--- config.mk ---
export PLATFORM = sky130hd
export DESIGN_NAME = alu_issue_arbiter_flat
export DESIGN_NICKNAME = d
export VERILOG_FILES = /design/src/rtl/alu_issue_arbiter_if.sv /design/src/rtl/alu_issue_arbiter.sv /design/src/flat_wrapper.sv
export SDC_FILE = /design/constraint.sdc
export NUM_CORES = 1
export LEC_CHECK = 0
export ABC_CLOCK_PERIOD_IN_PS = 3100
export CAP_MARGIN = 20
export CORE_MARGIN = 5
export CORE_UTILIZATION = 41
export DETAILED_ROUTE_END_ITERATION = 16
export PLACE_DENSITY = 0.81
export SYNTH_ARGS = -nofsm -noshare
export SYNTH_HDL_FRONTEND = slang
export SYNTH_SLANG_ARGS = --single-unit
--- constraint.sdc ---
create_clock -name clk -period 3.1 [get_ports clk]
set_input_delay 0.62 -clock clk [delete_from_list [all_inputs] [get_ports clk]]
set_output_delay 0.62 -clock clk [all_outputs]
set_load 0.02 [all_outputs]
--- src/rtl/alu_issue_arbiter_if.sv ---
// Requester-side bus of the ALU issue arbiter: packed request lanes, one-hot
// grant and the shared response bus.
interface alu_issue_arbiter_if #(
  parameter int NUM_REQ = 4,
  parameter int WIDTH   = 8
);
  localparam int IDW = $clog2(NUM_REQ);

  logic [NUM_REQ-1:0]       req_valid;
  logic [NUM_REQ-1:0]       req_ready;
  logic [4*NUM_REQ-1:0]     req_opcode;
  logic [WIDTH*NUM_REQ-1:0] req_a;
  logic [WIDTH*NUM_REQ-1:0] req_b;
  logic                     rsp_valid;
  logic [IDW-1:0]           rsp_id;
  logic [WIDTH-1:0]         rsp_result;
  logic [3:0]               rsp_flags;

  modport slave (
    input  req_valid, req_opcode, req_a, req_b,
    output req_ready, rsp_valid, rsp_id, rsp_result, rsp_flags
  );

  modport master (
    output req_valid, req_opcode, req_a, req_b,
    input  req_ready, rsp_valid, rsp_id, rsp_result, rsp_flags
  );
endinterface

--- src/rtl/alu_issue_arbiter.sv ---
// Round-robin issue arbiter sharing one pipelined ALU between NUM_REQ clients;
// a tag pipeline matched to the ALU latency routes each result back to its requester.
module alu_issue_arbiter #(
  parameter int NUM_REQ     = 4,
  parameter int WIDTH       = 8,
  parameter int ALU_LATENCY = 2
) (
  input  logic              clk,
  input  logic              rst_n,
  input  logic              i_issue_en,
  alu_issue_arbiter_if.slave bus,
  output logic [3:0]        o_alu_opcode,
  output logic [WIDTH-1:0]  o_alu_input1,
  output logic [WIDTH-1:0]  o_alu_input2,
  output logic [4:0]        o_alu_shiftValue,
  input  logic [WIDTH-1:0]  i_alu_result,
  input  logic              i_alu_carry,
  input  logic              i_alu_zero,
  input  logic              i_alu_overflow,
  input  logic              i_alu_sign,
  output logic              o_busy
);
  localparam int IDW = $clog2(NUM_REQ);

  logic [IDW-1:0]     r_ptr;
  logic [IDW-1:0]     w_ptr_nxt;
  logic [IDW-1:0]     w_gnt_idx;
  logic               w_gnt_any;
  logic [NUM_REQ-1:0] w_gnt;

  logic [3:0]         r_alu_opcode;
  logic [WIDTH-1:0]   r_alu_input1;
  logic [WIDTH-1:0]   r_alu_input2;

  logic [ALU_LATENCY:0] r_tag_vld;
  logic [IDW-1:0]       r_tag_id [ALU_LATENCY+1];

  logic               r_rsp_valid;
  logic [IDW-1:0]     r_rsp_id;
  logic [WIDTH-1:0]   r_rsp_result;
  logic [3:0]         r_rsp_flags;

  // Search starts at ptr and wraps; grants are suppressed during reset too.
  always_comb begin : p_arb
    logic [IDW-1:0] idx;
    idx       = '0;
    w_gnt     = '0;
    w_gnt_idx = '0;
    w_gnt_any = 1'b0;
    w_ptr_nxt = r_ptr;
    if (rst_n && i_issue_en) begin
      for (int k = 0; k < NUM_REQ; k++) begin
        idx = IDW'((int'(r_ptr) + k) % NUM_REQ);
        if (!w_gnt_any && bus.req_valid[idx]) begin
          w_gnt_any = 1'b1;
          w_gnt_idx = idx;
          w_gnt[idx] = 1'b1;
          w_ptr_nxt = IDW'((int'(idx) + 1) % NUM_REQ);
        end
      end
    end
  end

  always_ff @(posedge clk or negedge rst_n) begin
    if (!rst_n) begin
      r_ptr        <= '0;
      r_alu_opcode <= '0;
      r_alu_input1 <= '0;
      r_alu_input2 <= '0;
    end else if (w_gnt_any) begin
      r_ptr        <= w_ptr_nxt;
      r_alu_opcode <= bus.req_opcode[4*w_gnt_idx +: 4];
      r_alu_input1 <= bus.req_a[WIDTH*w_gnt_idx +: WIDTH];
      r_alu_input2 <= bus.req_b[WIDTH*w_gnt_idx +: WIDTH];
    end
  end

  // Tag stage s lines up with the ALU having seen the operand for s edges.
  always_ff @(posedge clk or negedge rst_n) begin
    if (!rst_n) begin
      r_tag_vld <= '0;
      for (int s = 0; s <= ALU_LATENCY; s++) r_tag_id[s] <= '0;
    end else begin
      r_tag_vld   <= {r_tag_vld[ALU_LATENCY-1:0], w_gnt_any};
      r_tag_id[0] <= w_gnt_idx;
      for (int s = 1; s <= ALU_LATENCY; s++) r_tag_id[s] <= r_tag_id[s-1];
    end
  end

  always_ff @(posedge clk or negedge rst_n) begin
    if (!rst_n) begin
      r_rsp_valid  <= 1'b0;
      r_rsp_id     <= '0;
      r_rsp_result <= '0;
      r_rsp_flags  <= '0;
    end else if (r_tag_vld[ALU_LATENCY]) begin
      r_rsp_valid  <= 1'b1;
      r_rsp_id     <= r_tag_id[ALU_LATENCY];
      r_rsp_result <= i_alu_result;
      r_rsp_flags  <= {i_alu_carry, i_alu_zero, i_alu_overflow, i_alu_sign};
    end else begin
      r_rsp_valid  <= 1'b0;
    end
  end

  assign bus.req_ready    = w_gnt;
  assign bus.rsp_valid    = r_rsp_valid;
  assign bus.rsp_id       = r_rsp_id;
  assign bus.rsp_result   = r_rsp_result;
  assign bus.rsp_flags    = r_rsp_flags;
  assign o_alu_opcode     = r_alu_opcode;
  assign o_alu_input1     = r_alu_input1;
  assign o_alu_input2     = r_alu_input2;
  assign o_alu_shiftValue = '0;
  assign o_busy           = (|r_tag_vld) | r_rsp_valid;
endmodule

--- src/flat_wrapper.sv ---
// flat-port wrapper written by rule: the top's interface ports become plain ports
module alu_issue_arbiter_flat 
#(
  parameter int NUM_REQ     = 4,
  parameter int WIDTH       = 8,
  parameter int ALU_LATENCY = 2
)
  (clk, rst_n, i_issue_en, o_alu_opcode, o_alu_input1, o_alu_input2, o_alu_shiftValue, i_alu_result, i_alu_carry, i_alu_zero, i_alu_overflow, i_alu_sign, o_busy, bus_req_valid, bus_req_opcode, bus_req_a, bus_req_b, bus_req_ready, bus_rsp_valid, bus_rsp_id, bus_rsp_result, bus_rsp_flags);
  alu_issue_arbiter_if #(.NUM_REQ(NUM_REQ), .WIDTH(WIDTH)) bus_i ();
  input  logic clk;
  input  logic rst_n;
  input  logic i_issue_en;
  output logic [3:0] o_alu_opcode;
  output logic [WIDTH-1:0] o_alu_input1;
  output logic [WIDTH-1:0] o_alu_input2;
  output logic [4:0] o_alu_shiftValue;
  input  logic [WIDTH-1:0] i_alu_result;
  input  logic i_alu_carry;
  input  logic i_alu_zero;
  input  logic i_alu_overflow;
  input  logic i_alu_sign;
  output logic o_busy;
  input wire logic [$bits(bus_i.req_valid)-1:0] bus_req_valid;
  input wire logic [$bits(bus_i.req_opcode)-1:0] bus_req_opcode;
  input wire logic [$bits(bus_i.req_a)-1:0] bus_req_a;
  input wire logic [$bits(bus_i.req_b)-1:0] bus_req_b;
  output wire logic [$bits(bus_i.req_ready)-1:0] bus_req_ready;
  output wire logic [$bits(bus_i.rsp_valid)-1:0] bus_rsp_valid;
  output wire logic [$bits(bus_i.rsp_id)-1:0] bus_rsp_id;
  output wire logic [$bits(bus_i.rsp_result)-1:0] bus_rsp_result;
  output wire logic [$bits(bus_i.rsp_flags)-1:0] bus_rsp_flags;
  assign bus_i.req_valid = bus_req_valid;
  assign bus_i.req_opcode = bus_req_opcode;
  assign bus_i.req_a = bus_req_a;
  assign bus_i.req_b = bus_req_b;
  assign bus_req_ready = bus_i.req_ready;
  assign bus_rsp_valid = bus_i.rsp_valid;
  assign bus_rsp_id = bus_i.rsp_id;
  assign bus_rsp_result = bus_i.rsp_result;
  assign bus_rsp_flags = bus_i.rsp_flags;
  alu_issue_arbiter #(.NUM_REQ(NUM_REQ), .WIDTH(WIDTH), .ALU_LATENCY(ALU_LATENCY)) u_core (.clk(clk), .rst_n(rst_n), .i_issue_en(i_issue_en), .bus(bus_i), .o_alu_opcode(o_alu_opcode), .o_alu_input1(o_alu_input1), .o_alu_input2(o_alu_input2), .o_alu_shiftValue(o_alu_shiftValue), .i_alu_result(i_alu_result), .i_alu_carry(i_alu_carry), .i_alu_zero(i_alu_zero), .i_alu_overflow(i_alu_overflow), .i_alu_sign(i_alu_sign), .o_busy(o_busy));
endmodule
# ---- After elaboration in Yosys (flattened, before gate mapping)
# Cells that the tools add are included.
dict set report word_totals {
  input_bits 99
  elab_cells 89
  ff_bits 46
}
dict set report op_classes {
  n_addsub 6
  n_shift 3
  n_lt_le_gt_ge 8
  n_bitwise 4
  n_reduce_logical 14
  n_mux 42
}
# operator count
set ops {}
lappend ops {{$shiftx 32x6->8} 2}
lappend ops {{$mux 4} 8}
lappend ops {{$mux 2} 9}
lappend ops {{$mux 1} 17}
lappend ops {{$shiftx 16x5->4} 1}
lappend ops {{$lt 2x3->1 const B} 4}
lappend ops {{$or 4x4->4} 3}
lappend ops {{$add 2x1->2 const B} 4}
lappend ops {{$bmux 1 s2} 4}
lappend ops {{$demux 1 s2} 4}
lappend ops {{$ge 2x1->1 const B} 4}
lappend ops {{$logic_and 1x1->1} 8}
lappend ops {{$add 2x2->2 const B} 2}
lappend ops {{$reduce_bool 4->1} 1}
lappend ops {{$logic_not 1->1} 3}
lappend ops {{$reduce_and 3->1} 1}
lappend ops {{$reduce_or 3->1} 1}
lappend ops {{$or 1x1->1} 1}

# ---- Longest topological paths before layout
dict set report logic_depth {
  word_depth 17
  mapped_depth 13
  mapped_depth_nobuf 9
}

# ---- Worst setup path before layout
# OpenSTA, ideal clock, no wires.
dict set report synth_timing {
  path_type {reg2out}
  start {register u_core.r_ptr[0]}
  end {output port bus_req_ready[0]}
  setup_slack_ps 193
  arrival_time_ps 2287
  path_buffers 2
  path_stages_with_launch 10
  cell_sequence {dfrtp_1 -> clkbuf_4 -> inv_2 -> ha_1 -> clkbuf_1 -> nor4_1 -> a31oi_1 -> o22ai_1 -> a221oi_1 -> nor2_1}
}
dict set report synth_between {
  elab_chain_cells 16
  word_cells_on_any_way 54
  classes_between {add/sub: 3; order compare: 8; mux: 30; bitwise: 3; reduce/logical: 10}
}
# element line
set synth_rtl {}
lappend synth_rtl {{from (decl)} alu_issue_arbiter.sv:25} ;# logic [IDW-1:0] r_ptr;
lappend synth_rtl {{from (signal assigned)} alu_issue_arbiter.sv:71} ;# r_ptr <= w_ptr_nxt;
lappend synth_rtl {{branches (longest 14 deep; another with $lt 2x3->1)} --}
lappend synth_rtl {{$mux 4 *} alu_issue_arbiter.sv:54} ;# if (!w_gnt_any && bus.req_valid[idx]) begin
lappend synth_rtl {{$mux 4 *} alu_issue_arbiter.sv:51} ;# if (rst_n && i_issue_en) begin
lappend synth_rtl {{to (decl)} flat_wrapper.sv:27} ;# output wire logic [$bits(bus_i.req_ready)-1:0] bus_req_ready;
# Every way passes the cells marked *. The select of a mux whose other input is x is not followed.

# ---- Worst setup path after layout
dict set report layout_timing {
  start {input port bus_req_valid[2]}
  end {output port bus_req_ready[3]}
}
dict set report layout_between {
  elab_chain_cells 16
  word_cells_on_any_way 31
  classes_between {mux: 22; bitwise: 3; reduce/logical: 6}
}
# element line
set layout_rtl {}
lappend layout_rtl {{from (decl)} flat_wrapper.sv:23} ;# input wire logic [$bits(bus_i.req_valid)-1:0] bus_req_valid;
lappend layout_rtl {{$bmux 1 s2} alu_issue_arbiter.sv:54}
lappend layout_rtl {{$mux 1 (not written as such)} alu_issue_arbiter.sv:54}
lappend layout_rtl {{$mux 1} alu_issue_arbiter.sv:54}
lappend layout_rtl {{$mux 1} alu_issue_arbiter.sv:51}
lappend layout_rtl {{$logic_not 1->1} alu_issue_arbiter.sv:54}
lappend layout_rtl {{$logic_and 1x1->1} alu_issue_arbiter.sv:54}
lappend layout_rtl {{$mux 1} alu_issue_arbiter.sv:54}
lappend layout_rtl {{$mux 1} alu_issue_arbiter.sv:51}
lappend layout_rtl {{$logic_not 1->1} alu_issue_arbiter.sv:54}
lappend layout_rtl {{$logic_and 1x1->1} alu_issue_arbiter.sv:54}
lappend layout_rtl {{$mux 1} alu_issue_arbiter.sv:54}
lappend layout_rtl {{$mux 1} alu_issue_arbiter.sv:51}
lappend layout_rtl {{$logic_not 1->1} alu_issue_arbiter.sv:54}
lappend layout_rtl {{$logic_and 1x1->1} alu_issue_arbiter.sv:54}
lappend layout_rtl {{$mux 4 *} alu_issue_arbiter.sv:54}
lappend layout_rtl {{$mux 4 *} alu_issue_arbiter.sv:51}
# Mark *: on every way between the ends. The rest lies on a longest branch, timed or not. The select of a mux whose other input is x is not followed.

==> reports/results.md <==
Critical path
* input pin — CP Launch Type
* u_core.o_alu_input1[4]$_DFFE_PN0P_ — critical register-to-register path endpoint
* output port — Crit. End Element
* 10 — logic depth of the worst register-to-register path
* 0.49 ns — Reg2Reg Setup Slack
* bus_req_ready[3] — endpoint of the worst setup timing path
* 6 — Crit Path Max Fanout
* 2.48 ns — data required time at the worst endpoint
* u_core.r_ptr[1]$_DFFE_PN0P_ — startpoint of the worst register-to-register path
* bus_req_valid[2] — beginning of the critical path
* 2.42 ns — CP arrival
* in2out — classification of the worst setup path

Final layout
* 4600 um2 — final instance area
* 507 — Non-Filler Instances
* 26.0% — share of post-route cells with drive strength above 1
* 1150 um2 — FF+latch area
* 560 — count of fill cells added during filler insertion
* 0 — number of antenna cells inserted
* 1600 um2 — area used by multi-input combinational logic
* 56.9% — Layout Area Growth over Synthesis
* 517 — Layout Nets

Outcome
* complete, no violations — result of the run

Detailed routing
* 4 — number of detailed-route iterations in the first pass
* 0 — number of nets with antenna violations after routing
* 17.4 um — Routed WL per cell
* 5.22 — DR vias/cell
* 0 — Residual DRC
* 68 — number of DRC markers after the initial detailed-route iteration
* 8820 um — DRT Wirelength
* 2646 — routed vias

Power and ir drop
* 439 uV — maximum vdd ir drop
* 0.00354 W — post-route total power
* 771 nW/um2 — Power Density
* 2.04 nW — leakage dissipation

Place
* 0.823 — GP Congestion
* 138 — # port buffers
* 497 — Cell Count Post-Placement
* 4420 um2 — Area after DPL
* 6740 um — DP HPWL

CTS
* clkbuf_8 — master cell of the clock root buffer
* 2 — CTS Buffer Depth
* yes — clock tree from TritonCTS
* 0.30 ns — clock insertion delay at the later pin of the skew report
* 46 — number of sinks driven by the clock tree
* 5 — number of clock buffers inserted by TritonCTS
* 0.09 ns — clk slew on worst S/H paths
* 0 — Post-CTS Hold Fix Bufs
* 2 — total number of H-tree levels

Synthesis
* 15.9% — mux contribution to synthesized area
* 260 — Mapped Cells
* 2930 um2 — Synth Cell Area
* compound AO/OA/AOI/OAI gates — dominant combinational cell family by area after synthesis
* 39.3% — top-area cell type share of the netlist area
* 3.42% — adder-cell share of the synthesized area
* 0.299% — xor/xnor share of the synthesized area
* dfrtp_1 — cell type with the highest aggregate area in the netlist
* 11.3 um2 — post-synthesis average cell area
* 39.3% — register area share after synthesis
* 46 — Seq cells post-synth
* 21.0% — area fraction in compound gates after synthesis
* 0 — Yosys warnings
* 37 — library cells used by synthesis
* 10.7% — simple logic cell fraction of the synthesized area
* dfrtp_1, a221oi_2, mux2i_1, a21oi_2, mux2_2 — biggest area contributors in the synthesized netlist

Floorplanning
* 94.5 um — die span in x
* 6870 um2 — Floorplan Core Area
* 94.5 um — die boundary height
* 144 — number of top-level design ports
* 8930 um2 — area enclosed by the die boundary
* 30 — row count
* 42.6% — Starting Density

STA
* 0 ns — setup_tns
* 0 — final setup violation count
* 0 — total count of hold-check failures in the final report
* 0.0102 ns — clock skew
* 0.355 ns — tightest hold margin
* 0.866 ns — actual slew at the worst max-slew pin
* 98.2% — Tcrit/Tclk final
* 42.1% — max-slew headroom at the worst pin
* 0 — Final Max Slew Viols
* 3.04 ns — clock period minus worst slack
* 0.329 GHz — f_max
* true — unrepaired setup endpoints after global routing

Flow run
* 0 — max_cap viols

GRT
* 13600 um — global-route wire length before repair
* 0 — overflow left after global routing
* 2778 — vias in the first global route
* 19.3% — total global routing track utilization
* 0 — antenna violations before repair
* 48 — largest net degree at the start of global routing

Hold path
* reg2reg — classification of the worst-slack hold path

## worst min path at each step
| stage | start | to | depth (start not counted) |
|---|---|---|---|
| 2_1_floorplan | rst_n | u_core.bus.rsp_flags[0]$_DFFE_PN0P_ | 0 |
| 3_3_place_gp | u_core.r_tag_id[3]$_DFF_PN0_ | u_core.r_tag_id[1]$_DFF_PN0_ | 0 |
| 3_5_place_dp | u_core.r_tag_id[5]$_DFF_PN0_ | u_core.r_tag_id[3]$_DFF_PN0_ | 0 |
| 4_1_cts | u_core.r_tag_id[5]$_DFF_PN0_ | u_core.r_tag_id[3]$_DFF_PN0_ | 0 |
| 5_1_grt | u_core.r_tag_id[5]$_DFF_PN0_ | u_core.r_tag_id[3]$_DFF_PN0_ | 0 |
| 6_report | u_core.r_tag_id[4]$_DFF_PN0_ | u_core.r_tag_id[2]$_DFF_PN0_ | 0 |
## placed cells by master (no fill, tap or decap), types with 3 or more instances in the layout
| cell type | n |
|---|---|
| a221oi_2 | 22 |
| conb_1 | 5 |
| nand2_1 | 24 |
| mux2_2 | 14 |
| dlymetal6s2s_1 | 3 |
| clkdlybuf4s50_1 | 130 |
| buf_4 | 23 |
| buf_2 | 4 |
| nor2_1 | 37 |
| a21oi_2 | 19 |
| a22oi_1 | 4 |
| dfrtp_1 | 46 |
| ha_1 | 8 |
| nand2b_1 | 3 |
| clkbuf_8 | 5 |
| mux2i_1 | 23 |
| mux4_2 | 3 |
| o22ai_1 | 3 |
| a21oi_1 | 3 |
## layer usage
metal  GRT usage, %  vias up  wire length, um
met5              0        -                0
met4           3.97        0               55
met3           5.66        6              811
met2           32.4      129             4190
met1           24.7     1272             3770
li1               -     1239                -
## sequential cells by signal, indices dropped and copies added (netlist names)
| name | flops |
|---|---|
| u_core.bus.rsp_result | 8 |
| u_core.o_alu_input1 | 8 |
| u_core.o_alu_input2 | 8 |
| u_core.r_tag_id | 6 |
| u_core.bus.rsp_flags | 4 |
| u_core.o_alu_opcode | 4 |
| u_core.r_tag_vld | 3 |
| u_core.bus.rsp_id | 2 |
| u_core.r_ptr | 2 |
| u_core.bus.rsp_valid | 1 |
## through the flow
step	utilization, %	setup WS [ns]
finish	66.9	0.0565
detailed placement	64.3	-0.362
global route	66.9	-0.0104
floorplan	-	0.193
global placement	64.3	-0.260
CTS	66.4	-0.0507
## final cells by class
type	instances	area share [%]
Clock buffer	6	1.58
Inverter	4	0.490
Sequential cell	46	25.0
Clock inverter	2	0.817
Multi-Input combinational cell	189	34.8
Timing Repair Buffer	164	34.7
Tap cell	96	2.61
## where the power goes
group,leakage [nW],switching (W),internal (W)
registers,0.544,0.000104,0.000796
logic,1.44,0.00113,0.00107
clock network,0.0514,0.000201,0.000241
total,2.04,0.00143,0.00211
## critical path, cell delays in order
cell and delay [ns]:
clkdlybuf4s50_1 0.44, mux4_2 0.59, nor2b_4 0.21, a22oi_1 0.10, nor2_2 0.17, a221oi_4 0.05, nor2_1 0.09, buf_4 0.14
## cell usage after synthesis
library cell and count:
a21oi_1 3, a21oi_2 19, a221oi_1 4, a221oi_2 20, a22oi_1 5, a31oi_1 1, and2_4 1, buf_12 5
buf_4 6, buf_6 5, clkbuf_1 8, clkbuf_4 2, conb_1 1, dfrtp_1 46, ha_1 8, inv_1 1
inv_2 2, inv_8 1, mux2_1 1, mux2_2 14, mux2i_1 23, mux4_2 3, nand2_1 24, nand2b_1 3
nand3b_1 1, nor2_1 40, nor2b_4 1, nor3_1 1, nor4_1 1, o2111ai_2 1, o21ai_1 1, o21bai_1 1
o22ai_1 3, o32ai_1 1, or3_1 1, or4_1 1, xnor2_1 1
## what timing repair did
action / CTS / global route
resized for setup: 14 / 14
pin swaps: 0 / 2
cloned: 1 / 0
endpoints found under the setup margin: 4 / 4
buffers inserted: 0 / 1
## cell families after synthesis
kind of cell,count (synthesis)
simple gates,74
other cells,1
mux,41
buf+inv,30
xor+xnor,1
flops,46
fa+ha+maj,8
compound gates,59
(Power assumes the default switching activity.)
